--- src/rtl/des_dec_key_sched_if.sv ---
// Handshake/key bus between the DES round engine and the subkey scheduler.
// enc_mode exists only when DES_ENC_MODE_EN is defined.
interface des_dec_key_sched_if;
    logic [1:64] key_in;
    logic        key_load;
    logic        subkey_ready;
    logic [1:48] subkey_out;
    logic        subkey_valid;
    logic [3:0]  round_idx;
    logic        done;
    logic        key_err;
`ifdef DES_ENC_MODE_EN
    logic        enc_mode;

    modport master (
        output key_in, key_load, subkey_ready, enc_mode,
        input  subkey_out, subkey_valid, round_idx, done, key_err
    );
    modport slave (
        input  key_in, key_load, subkey_ready, enc_mode,
        output subkey_out, subkey_valid, round_idx, done, key_err
    );
`else
    modport master (
        output key_in, key_load, subkey_ready,
        input  subkey_out, subkey_valid, round_idx, done, key_err
    );
    modport slave (
        input  key_in, key_load, subkey_ready,
        output subkey_out, subkey_valid, round_idx, done, key_err
    );
`endif
endinterface

--- src/rtl/des_dec_key_sched.sv ---
// Iterative DES subkey generator: K16..K1 by right-rotating C/D after PC-1, one subkey per accept.
// Optional DES_ENC_MODE_EN adds enc_mode (K1..K16 via left rotations). PARITY_CHK=1 rejects even-parity key bytes.
module des_dec_key_sched #(
    parameter int unsigned PARITY_CHK = 0
) (
    input  logic                      clk,
    input  logic                      rst,
    des_dec_key_sched_if.slave        bus
);

    localparam int unsigned PC1_TAB [56] = '{
        57, 49, 41, 33, 25, 17,  9,   1, 58, 50, 42, 34, 26, 18,
        10,  2, 59, 51, 43, 35, 27,  19, 11,  3, 60, 52, 44, 36,
        63, 55, 47, 39, 31, 23, 15,   7, 62, 54, 46, 38, 30, 22,
        14,  6, 61, 53, 45, 37, 29,  21, 13,  5, 28, 20, 12,  4
    };

    localparam int unsigned PC2_TAB [48] = '{
        14, 17, 11, 24,  1,  5,   3, 28, 15,  6, 21, 10,
        23, 19, 12,  4, 26,  8,  16,  7, 27, 20, 13,  2,
        41, 52, 31, 37, 47, 55,  30, 40, 51, 45, 33, 48,
        44, 49, 39, 56, 34, 53,  46, 42, 50, 36, 29, 32
    };

    typedef enum logic {IDLE, RUN} state_t;

    // All vectors use DES numbering: index 1 is the MSB.
    function automatic logic [1:56] pc1(input logic [1:64] k);
        logic [1:56] r;
        r = '0;
        for (int unsigned i = 0; i < 56; i++) r[6'(i + 1)] = k[7'(PC1_TAB[i])];
        return r;
    endfunction

    function automatic logic [1:48] pc2(input logic [1:56] cd);
        logic [1:48] r;
        r = '0;
        for (int unsigned i = 0; i < 48; i++) r[6'(i + 1)] = cd[6'(PC2_TAB[i])];
        return r;
    endfunction

    function automatic logic [1:0] shift_amt(input logic [4:0] n);
        return (n == 5'd1 || n == 5'd2 || n == 5'd9 || n == 5'd16) ? 2'd1 : 2'd2;
    endfunction

    function automatic logic [1:28] rot28(input logic [1:28] h, input logic [1:0] amt, input logic left);
        logic [1:28] r;
        r = h;
        if (left) begin
            if (amt == 2'd1)      r = {h[2:28], h[1]};
            else if (amt == 2'd2) r = {h[3:28], h[1:2]};
        end else begin
            if (amt == 2'd1)      r = {h[28], h[1:27]};
            else if (amt == 2'd2) r = {h[27:28], h[1:26]};
        end
        return r;
    endfunction

    function automatic logic [1:56] rot56(input logic [1:56] cd, input logic [1:0] amt, input logic left);
        return {rot28(cd[1:28], amt, left), rot28(cd[29:56], amt, left)};
    endfunction

    function automatic logic parity_ok(input logic [1:64] k);
        logic ok;
        ok = 1'b1;
        for (int unsigned b = 0; b < 8; b++) ok = ok & (^k[7'(8 * b + 1) +: 8]);
        return ok;
    endfunction

    state_t      state_q, state_d;
    logic [1:56] cd_q, cd_d;
    logic [4:0]  step_q, step_d;
    logic [1:48] sk_q, sk_d;
    logic        valid_q, valid_d;
    logic [3:0]  idx_q, idx_d;
    logic        done_q, done_d;
    logic        err_q, err_d;
    logic        key_ok;

`ifdef DES_ENC_MODE_EN
    logic        enc_q, enc_d;
`else
    logic        enc_q;
    assign enc_q = 1'b0;
`endif

    assign key_ok = (PARITY_CHK == 0) || parity_ok(bus.key_in);

    // The first RUN cycle (valid low) registers the first subkey; each accept then
    // rotates C/D and registers the next subkey on the same edge.
    always_comb begin
        state_d = state_q;
        cd_d    = cd_q;
        step_d  = step_q;
        sk_d    = sk_q;
        valid_d = valid_q;
        idx_d   = idx_q;
        done_d  = 1'b0;
        err_d   = err_q;
`ifdef DES_ENC_MODE_EN
        enc_d   = enc_q;
`endif
        if (bus.key_load) begin
            valid_d = 1'b0;
            if (key_ok) begin
                cd_d    = pc1(bus.key_in);
                step_d  = 5'd1;
                state_d = RUN;
                err_d   = 1'b0;
`ifdef DES_ENC_MODE_EN
                enc_d   = bus.enc_mode;
`endif
            end else begin
                state_d = IDLE;
                err_d   = 1'b1;
            end
        end else if (state_q == RUN) begin
            if (!valid_q) begin
                cd_d    = enc_q ? rot56(cd_q, shift_amt(step_q), 1'b1) : cd_q;
                sk_d    = pc2(cd_d);
                valid_d = 1'b1;
                idx_d   = enc_q ? 4'(step_q - 5'd1) : 4'(5'd16 - step_q);
            end else if (bus.subkey_ready) begin
                if (step_q == 5'd16) begin
                    state_d = IDLE;
                    valid_d = 1'b0;
                    done_d  = 1'b1;
                end else begin
                    step_d = step_q + 5'd1;
                    cd_d   = enc_q ? rot56(cd_q, shift_amt(step_d), 1'b1)
                                   : rot56(cd_q, shift_amt(5'd17 - step_q), 1'b0);
                    sk_d   = pc2(cd_d);
                    idx_d  = enc_q ? 4'(step_q) : 4'(5'd15 - step_q);
                end
            end
        end
    end

    always_ff @(posedge clk or posedge rst) begin
        if (rst) begin
            state_q <= IDLE;
            cd_q    <= '0;
            step_q  <= '0;
            sk_q    <= '0;
            valid_q <= 1'b0;
            idx_q   <= '0;
            done_q  <= 1'b0;
            err_q   <= 1'b0;
`ifdef DES_ENC_MODE_EN
            enc_q   <= 1'b0;
`endif
        end else begin
            state_q <= state_d;
            cd_q    <= cd_d;
            step_q  <= step_d;
            sk_q    <= sk_d;
            valid_q <= valid_d;
            idx_q   <= idx_d;
            done_q  <= done_d;
            err_q   <= err_d;
`ifdef DES_ENC_MODE_EN
            enc_q   <= enc_d;
`endif
        end
    end

    assign bus.subkey_out   = sk_q;
    assign bus.subkey_valid = valid_q;
    assign bus.round_idx    = idx_q;
    assign bus.done         = done_q;
    assign bus.key_err      = err_q;

endmodule

--- src/flat_wrapper.sv ---
// flat-port wrapper written by rule: the top's interface ports become plain ports
module des_dec_key_sched_flat 
#(
    parameter int unsigned PARITY_CHK = 0
)
  (clk, rst, bus_key_in, bus_key_load, bus_subkey_ready, bus_subkey_out, bus_subkey_valid, bus_round_idx, bus_done, bus_key_err);
  des_dec_key_sched_if bus_i ();
  input  logic clk;
  input  logic rst;
  input wire logic [$bits(bus_i.key_in)-1:0] bus_key_in;
  input wire logic [$bits(bus_i.key_load)-1:0] bus_key_load;
  input wire logic [$bits(bus_i.subkey_ready)-1:0] bus_subkey_ready;
  output wire logic [$bits(bus_i.subkey_out)-1:0] bus_subkey_out;
  output wire logic [$bits(bus_i.subkey_valid)-1:0] bus_subkey_valid;
  output wire logic [$bits(bus_i.round_idx)-1:0] bus_round_idx;
  output wire logic [$bits(bus_i.done)-1:0] bus_done;
  output wire logic [$bits(bus_i.key_err)-1:0] bus_key_err;
  assign bus_i.key_in = bus_key_in;
  assign bus_i.key_load = bus_key_load;
  assign bus_i.subkey_ready = bus_subkey_ready;
  assign bus_subkey_out = bus_i.subkey_out;
  assign bus_subkey_valid = bus_i.subkey_valid;
  assign bus_round_idx = bus_i.round_idx;
  assign bus_done = bus_i.done;
  assign bus_key_err = bus_i.key_err;
  des_dec_key_sched #(.PARITY_CHK(PARITY_CHK)) u_core (.clk(clk), .rst(rst), .bus(bus_i));
endmodule
--- config.mk ---
export PLATFORM = sky130hd
export DESIGN_NAME = des_dec_key_sched_flat
export DESIGN_NICKNAME = d
export VERILOG_FILES = /design/src/rtl/des_dec_key_sched_if.sv /design/src/rtl/des_dec_key_sched.sv /design/src/flat_wrapper.sv
export SDC_FILE = /design/constraint.sdc
export NUM_CORES = 1
export LEC_CHECK = 0
export BUFFER_PORTS_ARGS = -buffer_cell sky130_fd_sc_hd__buf_2
export CAP_MARGIN = 10
export CELL_PAD_IN_SITES_DETAIL_PLACEMENT = 0
export CELL_PAD_IN_SITES_GLOBAL_PLACEMENT = 1
export CORE_MARGIN = 1
export CORE_UTILIZATION = 46
export CTS_CLUSTER_DIAMETER = 30
export DETAILED_ROUTE_END_ITERATION = 16
export PLACE_DENSITY_LB_ADDON = 0.15
export SLEW_MARGIN = 20
export SYNTH_ARGS = -nofsm -noshare
export SYNTH_HDL_FRONTEND = slang
export SYNTH_SLANG_ARGS = --single-unit
--- constraint.sdc ---
create_clock -name clk -period 8.37 [get_ports clk]
set_clock_uncertainty 0.2 [all_clocks]
set_input_delay 0.837 -clock clk [delete_from_list [all_inputs] [get_ports clk]]
set_output_delay 0.837 -clock clk [all_outputs]
set_load 0.02 [all_outputs]
==> out/metrics.yaml, run 1 <==
drv_cap: 0
fmaxAchievable_mhz: 289
vias: 5287
hold_class: "reg2reg"
drtPass1Iterations: 5
fin_ws_ns: 4.91
cp_slowest_cell: "nor2_4"
max_stage_delay_ns: 0.71
grt_setup_unrepaired: "false"
finalSetupViolations: 0
async_reset_ff_share_pct: 100
fin_cells: 926
fin_setup_tns_ns: 0
die_y_um: 119
area_delta_synth_final_pct: 18.6
grt_overflow: 0
synth_flop_cell: "dfrtp_1"
grt_use_total_pct: 23.6
syn_inst: 651
synth_area_per_cell_um2: 9.61
nets: 810
die-area_um2: 14100
grt_pass1_wl_mm: 26.1
routed_wl_mm: 16.0
start_util_pct: 47.2
cts_tree: "yes"
numCtsBuffers: 17
hold_slack_ns: 0.278
worstPathRequired_ns: 8.42
antenna_left: 0
p_leak_nw: 3.33
cts-root-buf: "clkbuf_16"
ctsResizeCount: 0
clk_pin_slew_ns: 0.05
finalCriticalPeriod_ns: 3.46
die_w_um: 119
critPathKind: "reg2reg"
hold_viol: 0
ys_seq_elements: 116
powerDensity_nw_per_um2: 258
place.gp.congestion: 0.777
worstMarginPinSlew_ns: 0.919
io_buffer_count: 113
worstPathMaxFanout: 57
cp.buffers_inverters: 2
synth_nets: 724
post_cts_buffers: 0
first_iter_violations: 431
path_cells: "buf_4 > nand3_1 > or2_1 > nor2_4 > buf_4 > a31oi_1"
io_pins: 123
post-route-util_pct: 56.0
layout_worst_path_cycle_share_pct: 41.3
grt_pass1_vias: 5094
status: "finished clean"
rows: 42
synth-edff-count: 0
worst_ep_arrival_time_ns: 3.51
drv_slew: 0
core_area_um2: 13200
crit_family: "simple AND/OR/NAND/NOR gates"
antenna_found_initial: 1
htreeDepth: 4
clock_latency_ns: 0.41
yosysUniqueCellTypes: 33
hold_buffers: 0
crit_path_start_kind: "flip-flop"
irDropWorstVdd_v: 0.000141
drive_gt1_share_pct: 27.4
grt_max_degree: 70
place_ws_ns: 4.95
drc: 0
worstSetupEndpointType: "flip-flop"
relSlewSlack_pct: 38.6
path_common_cell: "buf_4"
syn_area_um2: 6260
place_hpwl_mm: 9.47
wl_per_cell_um: 17.3
cts_buffer_depth: 2
dp.cells: 894
clock-sinks: 116
synth_warnings: 0
viasPerCell: 5.71
synth-seq-area-share_pct: 46.4
-- where the power goes --
group          switching [mW]  total, mW  internal (mW)
sequential             0.0710      0.725          0.654
clock                   0.243      0.721          0.478
combinational           0.301      0.473          0.172
-- placed cells by master, fill, tap and decap left out, drive strengths merged, types with 9 or more instances in the layout --
cell type / instances
buf: 122
dfrtp: 116
nand2: 103
a31oi: 97
mux2i: 59
nand2b: 50
or2: 49
o31ai: 48
clkbuf: 29
o21ai: 14
a21oi: 10
nor3b: 9
-- tightest hold or removal path, stage by stage (launching register included) --
cell     delay (ns)
dfrtp_1        0.34
nand2_1        0.05
o21ai_0        0.06
-- cell families after synthesis --
family	share of synthesized area, %
simple gates	18.9
compound gates	17.5
flops	46.4
buf+inv	5.40
mux	9.62
xor+xnor	1.12
fa+ha+maj	1.00
other cells	0.0599
-- area by class of cell --
class / instances / area (um^2)
Antenna cell: 1 / 2.50
Clock buffer: 29 / 561
Clock inverter: 2 / 35.0
Fill cell: 1226 / 5820
Inverter: 6 / 25.0
Multi-Input combinational cell: 474 / 3040
Sequential cell: 116 / 2900
Tap cell: 176 / 220
Timing Repair Buffer: 122 / 636
-- cell usage after synthesis, types with 5 or more instances --
| library cell | n | area [um^2] |
|---|---|---|
| nor2_1 | 5 | 18.8 |
| mux2i_1 | 59 | 591 |
| a21oi_1 | 10 | 50.1 |
| inv_1 | 6 | 22.5 |
| or2_2 | 48 | 300 |
| clkbuf_1 | 29 | 109 |
| buf_6 | 10 | 113 |
| o21ai_0 | 12 | 60.1 |
| nand2_1 | 103 | 387 |
| ha_1 | 5 | 62.6 |
| o31ai_1 | 48 | 360 |
| nand2b_1 | 50 | 313 |
| a31oi_1 | 97 | 607 |
| buf_4 | 6 | 45.0 |
| nor3b_1 | 9 | 67.6 |
| nand3_1 | 6 | 30.0 |
| dfrtp_1 | 116 | 2900 |
| buf_2 | 9 | 45.0 |
-- sequential cells by signal, summed over array words and instances (netlist names) --
| name | count |
|---|---|
| u_core.bus.done | 1 |
| u_core.bus.round_idx | 4 |
| u_core.bus.subkey_out | 48 |
| u_core.bus.subkey_valid | 1 |
| u_core.cd_q | 56 |
| u_core.state_q | 1 |
| u_core.step_q | 5 |
-- final timing paths --
check,start,end,slack (ns),cells after the start
max,u_core.bus.subkey_valid,u_core.cd_q[39],4.91,6
min,u_core.bus.round_idx[1],u_core.bus.round_idx[1],0.28,2
max reg2reg,u_core.bus.subkey_valid,u_core.cd_q[39],4.91,6
min reg2reg,u_core.bus.round_idx[1],u_core.bus.round_idx[1],0.28,2
max in group asynchronous,rst,u_core.bus.subkey_out[15],6.34,3
min in group asynchronous,rst,u_core.bus.round_idx[0],0.30,2
-- metrics by stage --
stage	power, mW	cell area (um^2)
2_1_floorplan	1.07	6260
5_1_grt	2.01	7420
3_3_place_gp	1.20	6820
4_1_cts	1.93	7420
6_report	1.92	7420
3_5_place_dp	1.21	6820
-- per-layer routing --
metal  vias up  track usage [%]  part of all wire (%)
li1       2506                -                     -
met3        18             5.50                   5.6
met4         0             8.54                   1.4
met1      2607             32.8                    46
met5         -                0                     0
met2       156             36.0                    47
No activity file was read; power rests on OpenSTA's default activity.
==> run 2: changes to the inputs <==
--- a/config.mk
+++ b/config.mk
@@ -10,7 +10,7 @@
 export CELL_PAD_IN_SITES_DETAIL_PLACEMENT = 0
 export CELL_PAD_IN_SITES_GLOBAL_PLACEMENT = 1
 export CORE_MARGIN = 1
-export CORE_UTILIZATION = 46
+export CORE_UTILIZATION = 38
 export CTS_CLUSTER_DIAMETER = 30
 export DETAILED_ROUTE_END_ITERATION = 16
 export PLACE_DENSITY_LB_ADDON = 0.15
==> constraint.sdc (replaced) <==
create_clock -name clk -period 2.8 [get_ports clk]
set_clock_uncertainty 0.2 [all_clocks]
set_input_delay 0.28 -clock clk [delete_from_list [all_inputs] [get_ports clk]]
set_output_delay 0.28 -clock clk [all_outputs]
set_load 0.02 [all_outputs]
==> out/metrics.yaml, run 2 (synthesized netlist as in run 1, its figures left out) <==
status: "finished clean"
first_iter_violations: 443
path_cells: "inv_1 > ha_1 > and4bb_2 > o21ai_0 > nand3b_1 > buf_12 > mux2i_1 > a31oi_1"
antenna_found_initial: 0
place_hpwl_mm: 10.6
powerDensity_nw_per_um2: 777
routed_wl_mm: 17.2
grt_overflow: 0
cts_tree: "yes"
min_to: "u_core.cd_q[14]"
hold_path_depth: 4
drc: 0
drv_slew: 0
drive_gt1_share_pct: 28.1
final_cell_mix: "dfrtp_1, buf_2, nand2_1"
cp.buffers_inverters: 2
numCtsBuffers: 17
p_leak_nw: 3.45
relSlewSlack_pct: 64.2
r2r_slack_ns: 0.32
drtPass1Iterations: 5
finalCriticalPeriod_ns: 2.48
final_common_cell: "dfrtp_1"
drv_cap: 0
hold_slack_ns: 0.0235
max_stage_delay_ns: 0.44
die_y_um: 130
nets: 825
worstPathRequired_ns: 2.87
grt_max_degree: 91
antenna_left: 0
reg2reg_from: "u_core.step_q[1]"
min_from: "bus_key_in[46]"
crit_path_start_kind: "flip-flop"
crit_family: "simple AND/OR/NAND/NOR gates"
viasPerCell: 5.44
worst_ep_arrival_time_ns: 2.55
io_buffer_count: 113
fin_area_um2: 7760
clk_pin_slew_ns: 0.06
place.gp.congestion: 0.759
finalPower_mw: 6.03
antenna_cells: 0
dpl-instance-area_um2: 7020
start_util_pct: 39.1
post_cts_buffers: 0
cts-root-buf: "clkbuf_16"
layout_worst_path_cycle_share_pct: 88.5
core_area_um2: 16000
vias: 5340
finalSetupViolations: 0
largest_reg_flops: 56
worstMarginPinSlew_ns: 0.537
fin_setup_tns_ns: 0
clock-sinks: 116
worstSetupEndpointType: "flip-flop"
r2r-end: "u_core.bus.subkey_out[27]"
hold_viol: 0
grt_pass1_vias: 5356
cp_slowest_cell: "dfrtp_1"
cts_buffer_depth: 2
irDropWorstVdd_v: 0.000503
rows: 46
fmaxAchievable_mhz: 403
hold_class: "in2reg"
ff2ff_path_depth: 8
critPathKind: "reg2reg"
htreeDepth: 4
die_w_um: 130
clock_latency_ns: 0.41
largest-register: "u_core.cd_q"
worstPathMaxFanout: 44
wl_per_cell_um: 17.5
die-area_um2: 17000
n_fill_cell: 1560
area_delta_synth_final_pct: 24.0
io_pins: 123
grt_pass1_wl_mm: 27.9
grt_setup_unrepaired: "false"
grt_use_total_pct: 21.4
run 2: cell count changes in the layout (fill, tap and decap cells not counted), moves of 3 or more:
cell           change
dlygate4sd3_1      +9
clkbuf_8           -4
bufinv_16          +3
clkinv_2           +3
buf_12             +8
run 2: final cells by class:
type / instances / area (um^2) / area share [%]
Inverter: 6 / 26.3 / 0.339
Sequential cell: 116 / 2900 / 37.4
Timing Repair Buffer: 137 / 871 / 11.2
Clock inverter: 9 / 148 / 1.90
Clock buffer: 23 / 498 / 6.42
Tap cell: 216 / 270 / 3.48
Multi-Input combinational cell: 474 / 3040 / 39.2
run 2: worst max-delay path by stage:
stage / start / end / slack (ns) / cells after the start
6_report: u_core.step_q[1] / u_core.bus.subkey_out[27] / 0.32 / 8
5_1_grt: u_core.step_q[1] / u_core.bus.subkey_out[24] / 0.15 / 8
4_1_cts: u_core.step_q[2] / u_core.cd_q[9] / 0.33 / 8
3_5_place_dp: u_core.step_q[2] / u_core.cd_q[9] / 0.34 / 8
3_3_place_gp: u_core.step_q[1] / u_core.bus.subkey_out[10] / 0.41 / 8
2_1_floorplan: u_core.step_q[0] / u_core.cd_q[10] / 0.67 / 8
run 2: report_power, final:
part,switching [mW],leakage (nW),internal [mW],total (mW)
registers,0.215,1.29,1.95,2.17
clock network,0.772,0.319,1.60,2.37
logic,0.924,1.83,0.565,1.49
run 2: per-stage QoR:
stage               setup slack [ns]  instances  util, %
CTS                            0.335        981     48.5
global placement               0.406        940     43.9
detailed placement             0.336        940     43.9
finish                         0.321        981     48.5
global route                   0.154        981     48.5
floorplan                      0.671        651        -
run 2: what timing repair did:
item	4_1_cts	5_1_grt
endpoints found under the hold margin	124	0
gates resized for setup	0	0
hold buffers	9	0
run 2: metal layers:
| metal | GRT usage (%) | share of wire (%) | wire (um) |
|---|---|---|---|
| met3 | 4.31 | 4.0 | 691 |
| met5 | 0 | 0 | 0 |
| met4 | 6.29 | 1.1 | 188 |
| met2 | 34.7 | 48 | 8180 |
| met1 | 29.0 | 47 | 8140 |
run 2: worst register-to-register path, delay by kind of cell (launching register included):
kind                     cells  cell delay, ns
flip-flops                   1            0.44
AND/OR/NAND/NOR              2            0.51
AO/OA/AOI/OAI                2            0.17
adder cells (fa/ha/maj)      1            0.24
multiplexers                 1            0.32
buffers and inverters        2            0.45
